<file path="src/rtl/comp_bist_ctrl.sv">
// comp_bist_ctrl: exhaustive BIST sequencer for a WIDTH-bit equality comparator
module comp_bist_ctrl #(
   parameter int WIDTH  = 4,
   parameter int SETTLE = 1
) (
   input  logic               clk,
   input  logic               rst_n,
   input  logic               start,
   input  logic               Q,
   output logic [WIDTH-1:0]   A,
   output logic [WIDTH-1:0]   B,
   output logic               busy,
   output logic               done,
   output logic               pass,
   output logic [2*WIDTH:0]   err_count,
   output logic [WIDTH-1:0]   fail_A,
   output logic [WIDTH-1:0]   fail_B
);
   localparam int CW = $clog2(SETTLE) + 1;
   typedef enum logic [1:0] {IDLE, WAIT, CHECK, DONE} state_t;
   state_t             state_q, state_d;
   logic [2*WIDTH-1:0] idx_q, idx_d;
   logic [CW-1:0]      cnt_q, cnt_d;
   logic [WIDTH-1:0]   a_q, a_d, b_q, b_d, fa_q, fa_d, fb_q, fb_d;
   logic [2*WIDTH:0]   err_q, err_d;
   logic               busy_q, busy_d, done_q, done_d, pass_q, pass_d, ff_q, ff_d;
   logic               mism;
   // X/Z on Q never equals a driven 0/1, so it counts as a mismatch
   assign mism = (Q !== (a_q == b_q));
   // state and result registers
   always_ff @(posedge clk or negedge rst_n) begin
      if (!rst_n) begin
         state_q <= IDLE;
         idx_q   <= '0;
         cnt_q   <= '0;
         a_q     <= '0;
         b_q     <= '0;
         fa_q    <= '0;
         fb_q    <= '0;
         err_q   <= '0;
         busy_q  <= 1'b0;
         done_q  <= 1'b0;
         pass_q  <= 1'b0;
         ff_q    <= 1'b0;
      end else begin
         state_q <= state_d;
         idx_q   <= idx_d;
         cnt_q   <= cnt_d;
         a_q     <= a_d;
         b_q     <= b_d;
         fa_q    <= fa_d;
         fb_q    <= fb_d;
         err_q   <= err_d;
         busy_q  <= busy_d;
         done_q  <= done_d;
         pass_q  <= pass_d;
         ff_q    <= ff_d;
      end
   end
   // sequencing: start, settle, check each vector, finish after the last one
   always_comb begin
      state_d = state_q;
      idx_d   = idx_q;
      cnt_d   = cnt_q;
      a_d     = a_q;
      b_d     = b_q;
      fa_d    = fa_q;
      fb_d    = fb_q;
      err_d   = err_q;
      busy_d  = busy_q;
      done_d  = done_q;
      pass_d  = pass_q;
      ff_d    = ff_q;
      case (state_q)
         IDLE, DONE: if (start) begin
            state_d = WAIT;
            idx_d   = '0;
            a_d     = '0;
            b_d     = '0;
            fa_d    = '0;
            fb_d    = '0;
            err_d   = '0;
            ff_d    = 1'b0;
            cnt_d   = CW'(SETTLE - 1);
            busy_d  = 1'b1;
            done_d  = 1'b0;
            pass_d  = 1'b0;
         end
         WAIT: begin
            state_d = (cnt_q == '0) ? CHECK : WAIT;
            cnt_d   = (cnt_q == '0) ? cnt_q : cnt_q - CW'(1);
         end
         CHECK: begin
            err_d = err_q + {{(2*WIDTH){1'b0}}, mism};
            if (mism && !ff_q) begin
               fa_d = a_q;
               fb_d = b_q;
               ff_d = 1'b1;
            end
            if (&idx_q) begin
               state_d = DONE;
               busy_d  = 1'b0;
               done_d  = 1'b1;
               pass_d  = (err_d == '0);
            end else begin
               state_d = WAIT;
               idx_d   = idx_q + (2*WIDTH)'(1);
               a_d     = idx_d[WIDTH-1:0];
               b_d     = idx_d[2*WIDTH-1:WIDTH];
               cnt_d   = CW'(SETTLE - 1);
            end
         end
         default: state_d = IDLE;
      endcase
   end
   assign A         = a_q;
   assign B         = b_q;
   assign busy      = busy_q;
   assign done      = done_q;
   assign pass      = pass_q;
   assign err_count = err_q;
   assign fail_A    = fa_q;
   assign fail_B    = fb_q;
endmodule

</file>
<file path="config.mk">
export PLATFORM = sky130hd
export DESIGN_NAME = comp_bist_ctrl
export DESIGN_NICKNAME = d
export VERILOG_FILES = /design/src/rtl/comp_bist_ctrl.sv
export SDC_FILE = /design/constraint.sdc
export NUM_CORES = 1
export LEC_CHECK = 0
export CAP_MARGIN = 20
export CORE_MARGIN = 2
export CORE_UTILIZATION = 23
export DETAILED_ROUTE_END_ITERATION = 8
export PLACE_DENSITY = 0.48
export SYNTH_ARGS = -nofsm -noshare
export SYNTH_HDL_FRONTEND = slang
export SYNTH_SLANG_ARGS = --single-unit
</file>
<file path="constraint.sdc">
create_clock -name clk -period 3.53 [get_ports clk]
set_input_delay 0.706 -clock clk [delete_from_list [all_inputs] [get_ports clk]]
set_output_delay 0.706 -clock clk [all_outputs]
set_load 0.005 [all_outputs]
</file>
After elaboration in Yosys (flattened, before gate mapping)

Cells that the tools add are included.

Bits in read-only memories: 0
Register bits: 40
Bits in latches: 0
Memories: 0
Bits of input ports: 4
Memory bits (writable): 0

Divide/modulo/power cells: 0
Reductions and logical operators: 12
Order comparisons: 0
$add $sub $neg: 3
$mul: 0
Bitwise operators: 0
Shift operators: 0
Muxes and demuxes: 31
Equality and inequality tests: 9

Operator list:

| kind                                                                   | number |
|---|---|
| 4-bit case mux with 2 select lines                                     | 4 |
| 4-bit 2-to-1 mux                                                       | 5 |
| 9-bit case mux with 2 select lines                                     | 1 |
| 8-bit 2-to-1 mux                                                       | 2 |
| 8-bit case mux with 2 select lines                                     | 1 |
| 9-bit by 1-bit adder with 9-bit output                                 | 1 |
| 9-bit zero test                                                        | 1 |
| 9-bit 2-to-1 mux                                                       | 1 |
| 3-bit AND reduction                                                    | 3 |
| 8-bit by 1-bit adder with 8-bit output (second input constant)         | 1 |
| 1-bit 2-to-1 mux                                                       | 8 |
| 2-bit inequality test (second input constant)                          | 4 |
| 1-bit case mux with 2 select lines                                     | 4 |
| 8-bit AND reduction                                                    | 1 |
| 2-bit 2-to-1 mux                                                       | 3 |
| 2-bit case mux with 3 select lines                                     | 1 |
| 2-bit equality test (second input constant)                            | 2 |
| 4-bit equality test                                                    | 1 |
| 2-bit AND reduction                                                    | 2 |
| 1-bit case mux with 3 select lines                                     | 1 |
| 2-bit by 1-bit equality test with 1-bit output (second input constant) | 1 |
| 2-bit zero test                                                        | 1 |
| 2-bit nonzero test                                                     | 1 |
| 2-bit OR reduction                                                     | 1 |
| other kinds (4)                                                        | 4 |

Logic depth before layout (Yosys ltp)

Depth after elaboration: 6
Mapped depth: 11

Worst setup path before layout

OpenSTA, ideal clock, no wires.

Path kind: flip-flop to flip-flop
Start: register idx_q[3]
End: register pass_q (netlist: pass)
Slack: 0.892 ns
Required time: 3.408 ns
Setup time: 0.122 ns
Cell stages (with the launch flop): 12
Data arrival time: 2.517 ns
Period minus slack after synthesis: 2.638 ns
Path through: dfrtp_1 -> xor2_1 -> nor4_2 -> xnor2_1 -> inv_1 -> ha_1 -> ha_1 -> and3_1 -> nor2b_1 -> xnor2_1 -> a31o_2 -> a32o_1

Cells in the longest elaborated chain, start to end: 3

Ends and longest elaborated chain:

| item                            | line | source |
|---|---|---|
| from (decl)                     | 22   | `logic [2*WIDTH-1:0] idx_q, idx_d;` |
| from (signal assigned)          | 47   | `idx_q <= idx_d;` |
| 8-bit AND reduction             | 100  | `if (&idx_q) begin` |
| 2-bit inequality test (no line) | -    |  |
| 3-bit AND reduction (no line)   | -    |  |
| to (signal assigned)            | 56   | `pass_q <= pass_d;` |
| to (decl)                       | 26   | `logic busy_q, busy_d, done_q, done_d, pass_q, pass_d, ff_q, ff_d;` |

No other way between the ends.
A chain may end at the register's enable or synchronous reset.

Worst setup path in the final report

Start: register idx_q[5]
End: register pass_q (netlist: pass)

The elaborated chain is that of the path after synthesis.

==> results.yml <==
run_status:
  status: "finished, final reports clean"
routing:
  antenna_left: 0
  firstDrtPassIters: 4
  viasPerCell: 4.541
  wl_mm: 4.038
  drt_drc_violations_left: 0
  drtIter0Drc: 89
  routedWlPerCell_um: 13.73
  num_vias: 1335
placed_design:
  port-buffer-count: 31
  pre_cts_ws_ns: 0.4678
  dp_hpwl_mm: 2.841
  routabilityCongestion: 0.7685
timing:
  worst_pin_slew_ns: 0.6096
  hold_violations: 0
  worst_slack_ns: 0.6397
  rsz0062_at_grt: "false"
  finalSetupViolCount: 0
  finalSetupTns_ns: 0
  layout_min_cycle_time_ns: 2.890
  slew_headroom: 0.5914
  slew_violations: 0
  fmax_ghz: 0.3460
  skew_ns: 0.005839
  period_share: 0.8188
clocking:
  cts_tree: "yes"
  clk_latency_ns: 0.28
  htreeDepth: 2
  cts_buffers: 5
  path_clk_slew_ns: 0.07
  root_buffer: "clkbuf_8"
  clock_sink_count: 31
  clockBufferDepth: 2
  hold_buffers: 0
  post-cts-setup-buffers: 0
  cts_resized: 0
logic_synthesis:
  synthTopCellsByArea: "dfrtp_1 47%, a32o_1 5.5%, ha_1 4.6%, xor2_1 4.3%, nand2_1 3.9%"
  avgSynthCellArea_um2: 10.17
  syn_area_um2: 1637
  seq_area_frac_synth: 0.4740
  syn_inst: 161
  ys_seq_elements: 31
  ys_warn_count: 0
  synth_nets: 171
  netlist.top_cell.by_area: "dfrtp_1"
  synth_cell_types: 36
  synth_top_area_frac: 0.4740
worst_hold_path:
  min_path_type: "reg2reg"
floorplan:
  ios: 32
  core_area_um2: 6832
  rows: 30
  start_util: 0.2396
  die_area_um2: 7807
  die_height_um: 88.36
  die_w_um: 88.36
setup_path:
  worstPathRequired_ns: 3.71
  critPathKind: "reg2reg"
  arrival_ns: 3.07
  crit_path_end_kind: "flip-flop"
  critPathTopFamily: "simple AND/OR/NAND/NOR gates"
  path_buf_inv: 1
  critPathSlowestCell: "dfrtp_1"
  cp_max_fo: 7
  crit_chain: "xor2_1 > nor4_2 > xnor2_1 > inv_1 > ha_1 > ha_1 > and3_1 > nor2b_1 > xnor2_1 > a31o_2 > a32o_1"
  start_kind: "flip-flop"
  crit_path_max_incr_delay_ns: 0.49
global_routing:
  grt_max_degree: 32
  grt-ovfl-total: 0
  grt.total_usage: 0.1102
  grt_first_pass_wirelength_mm: 6.575
  grt_pass1_vias: 1283
  antenna_found_initial: 0
power:
  peakVddDrop_mv: 0.3028
  seqPwrFrac: 0.384
  p_sw_frac: 0.3711
  combPwrFrac: 0.354
  p_int_w: 0.0006886
  p_leak_nw: 0.9549
  powerDensity_nw_per_um2: 508.2
  clkPwrFrac: 0.262
  p_sw_w: 0.0004064
layout:
  layout.nets: 208
  n_antenna_cell: 0
  drive_gt1_frac: 0.08586
  fin_util: 0.3154
  syn_to_final_growth_pct: 31.65
run:
  max-cap-violations: 0
synthesized netlist by cell type:
master and number:
a211oi_1 1, a21boi_0 1, a21oi_1 5, a22o_1 2, a31o_2 1, a31oi_1 1
a32o_1 9, and2_1 2, and3_1 5, and4_2 1, buf_4 1, buf_6 1
clkbuf_1 3, dfrtp_1 31, ha_1 6, inv_1 5, mux2_2 2, mux2i_1 4
nand2_1 17, nand2b_1 2, nand3_1 7, nand4_1 2, nor2_1 13, nor2b_1 2
nor3_1 3, nor3_2 1, nor4_2 1, o21a_1 1, o21ai_0 8, o22ai_1 1
o31ai_1 4, o32ai_1 1, or2b_1 1, or3_1 2, xnor2_1 6, xor2_1 8
registers in the layout (all words and copies together), names as in the netlist:
signal / flops
busy: 1
B: 1
done: 1
err_count: 9
fail_B: 4
fail_A: 4
ff_q: 1
idx_q: 7
pass: 1
state_q: 2
logic make-up after synthesis:
logic type | count (synthesis) | synth area share
multiplexers | 6 | 0.03823
AO/OA/AOI/OAI | 35 | 0.1560
flip-flops | 31 | 0.4740
AND/OR/NAND/NOR | 59 | 0.1812
adder cells (fa/ha/maj) | 6 | 0.04587
buffers and inverters | 10 | 0.02982
XOR/XNOR | 14 | 0.07493
worst paths after layout:
path | from | end | slack (ns) | depth (start not counted)
setup / recovery | idx_q[5] | pass | 0.64 | 11
hold / removal | done | done | 0.49 | 2
setup reg to reg | idx_q[5] | pass | 0.64 | 11
hold reg to reg | done | done | 0.49 | 2
max in group asynchronous | rst_n | err_count[1] | 2.40 | 2
min in group asynchronous | rst_n | err_count[0] | 0.82 | 2
worst reg2reg max path, cell delays in order (launching register included):
cell     delay, ns
dfrtp_1       0.49
xor2_1        0.22
nor4_2        0.31
xnor2_1       0.22
inv_1         0.09
ha_1          0.22
ha_1          0.27
and3_1        0.22
nor2b_1       0.16
xnor2_1       0.13
a31o_2        0.24
a32o_1        0.20
stage by stage:
step	hold slack [ns]	total power (W)	area (um2)	std cells
6_report	0.4898	0.001095	2155	294
4_1_cts	0.4928	0.001112	2155	294
2_1_floorplan	0.4104	0.0007021	1637	161
5_1_grt	0.5283	0.001177	2155	294
3_5_place_dp	0.4772	0.0008200	2067	287
3_3_place_gp	0.4710	0.0008153	2067	287
layout by cell type, fill, tap and decap left out, types with 2 or more instances in the layout:
master	netlist	final
and3_1	5	5
or3_1	2	2
a32o_1	9	9
o21ai_0	8	8
nand3_1	7	7
nor2b_1	2	2
nand2b_1	2	2
inv_1	5	5
buf_4	1	4
nand4_1	2	2
mux2i_1	4	4
a21oi_1	5	5
clkdlybuf4s50_1	0	31
dfrtp_1	31	31
nand2_1	17	17
mux2_2	2	2
ha_1	6	6
clkbuf_8	0	6
o31ai_1	4	4
xor2_1	8	8
nor2_1	13	13
nor3_1	3	3
a22o_1	2	2
xnor2_1	6	6
and2_1	2	2
power groups by stage:
stage	combinational, W	sequential (W)	clock [W]
floorplan	0.000281	0.000421	0
global placement	0.000389	0.000427	0
detailed placement	0.000392	0.000428	0
CTS	0.000395	0.000420	0.000297
global route	0.000436	0.000426	0.000315
finish	0.000388	0.000421	0.000287
routing by layer:
metal / up-vias / GRT usage / share of wire
met5: - / 0 / 0
met4: 0 / 0.03719 / 0.014
met3: 7 / 0.03638 / 0.055
met2: 25 / 0.1620 / 0.43
met1: 647 / 0.1526 / 0.50
li1: 656 / - / -
area by class of cell:
type                            count  area [um2]
Fill cell                         736        4677
Multi-Input combinational cell    120       812.0
Timing Repair Buffer               35       340.3
Tap cell                           96       120.1
Clock inverter                      1       5.005
Sequential cell                    31       775.7
Inverter                            5       18.77
Clock buffer                        6       82.58
No activity file was read; power rests on OpenSTA's default activity.
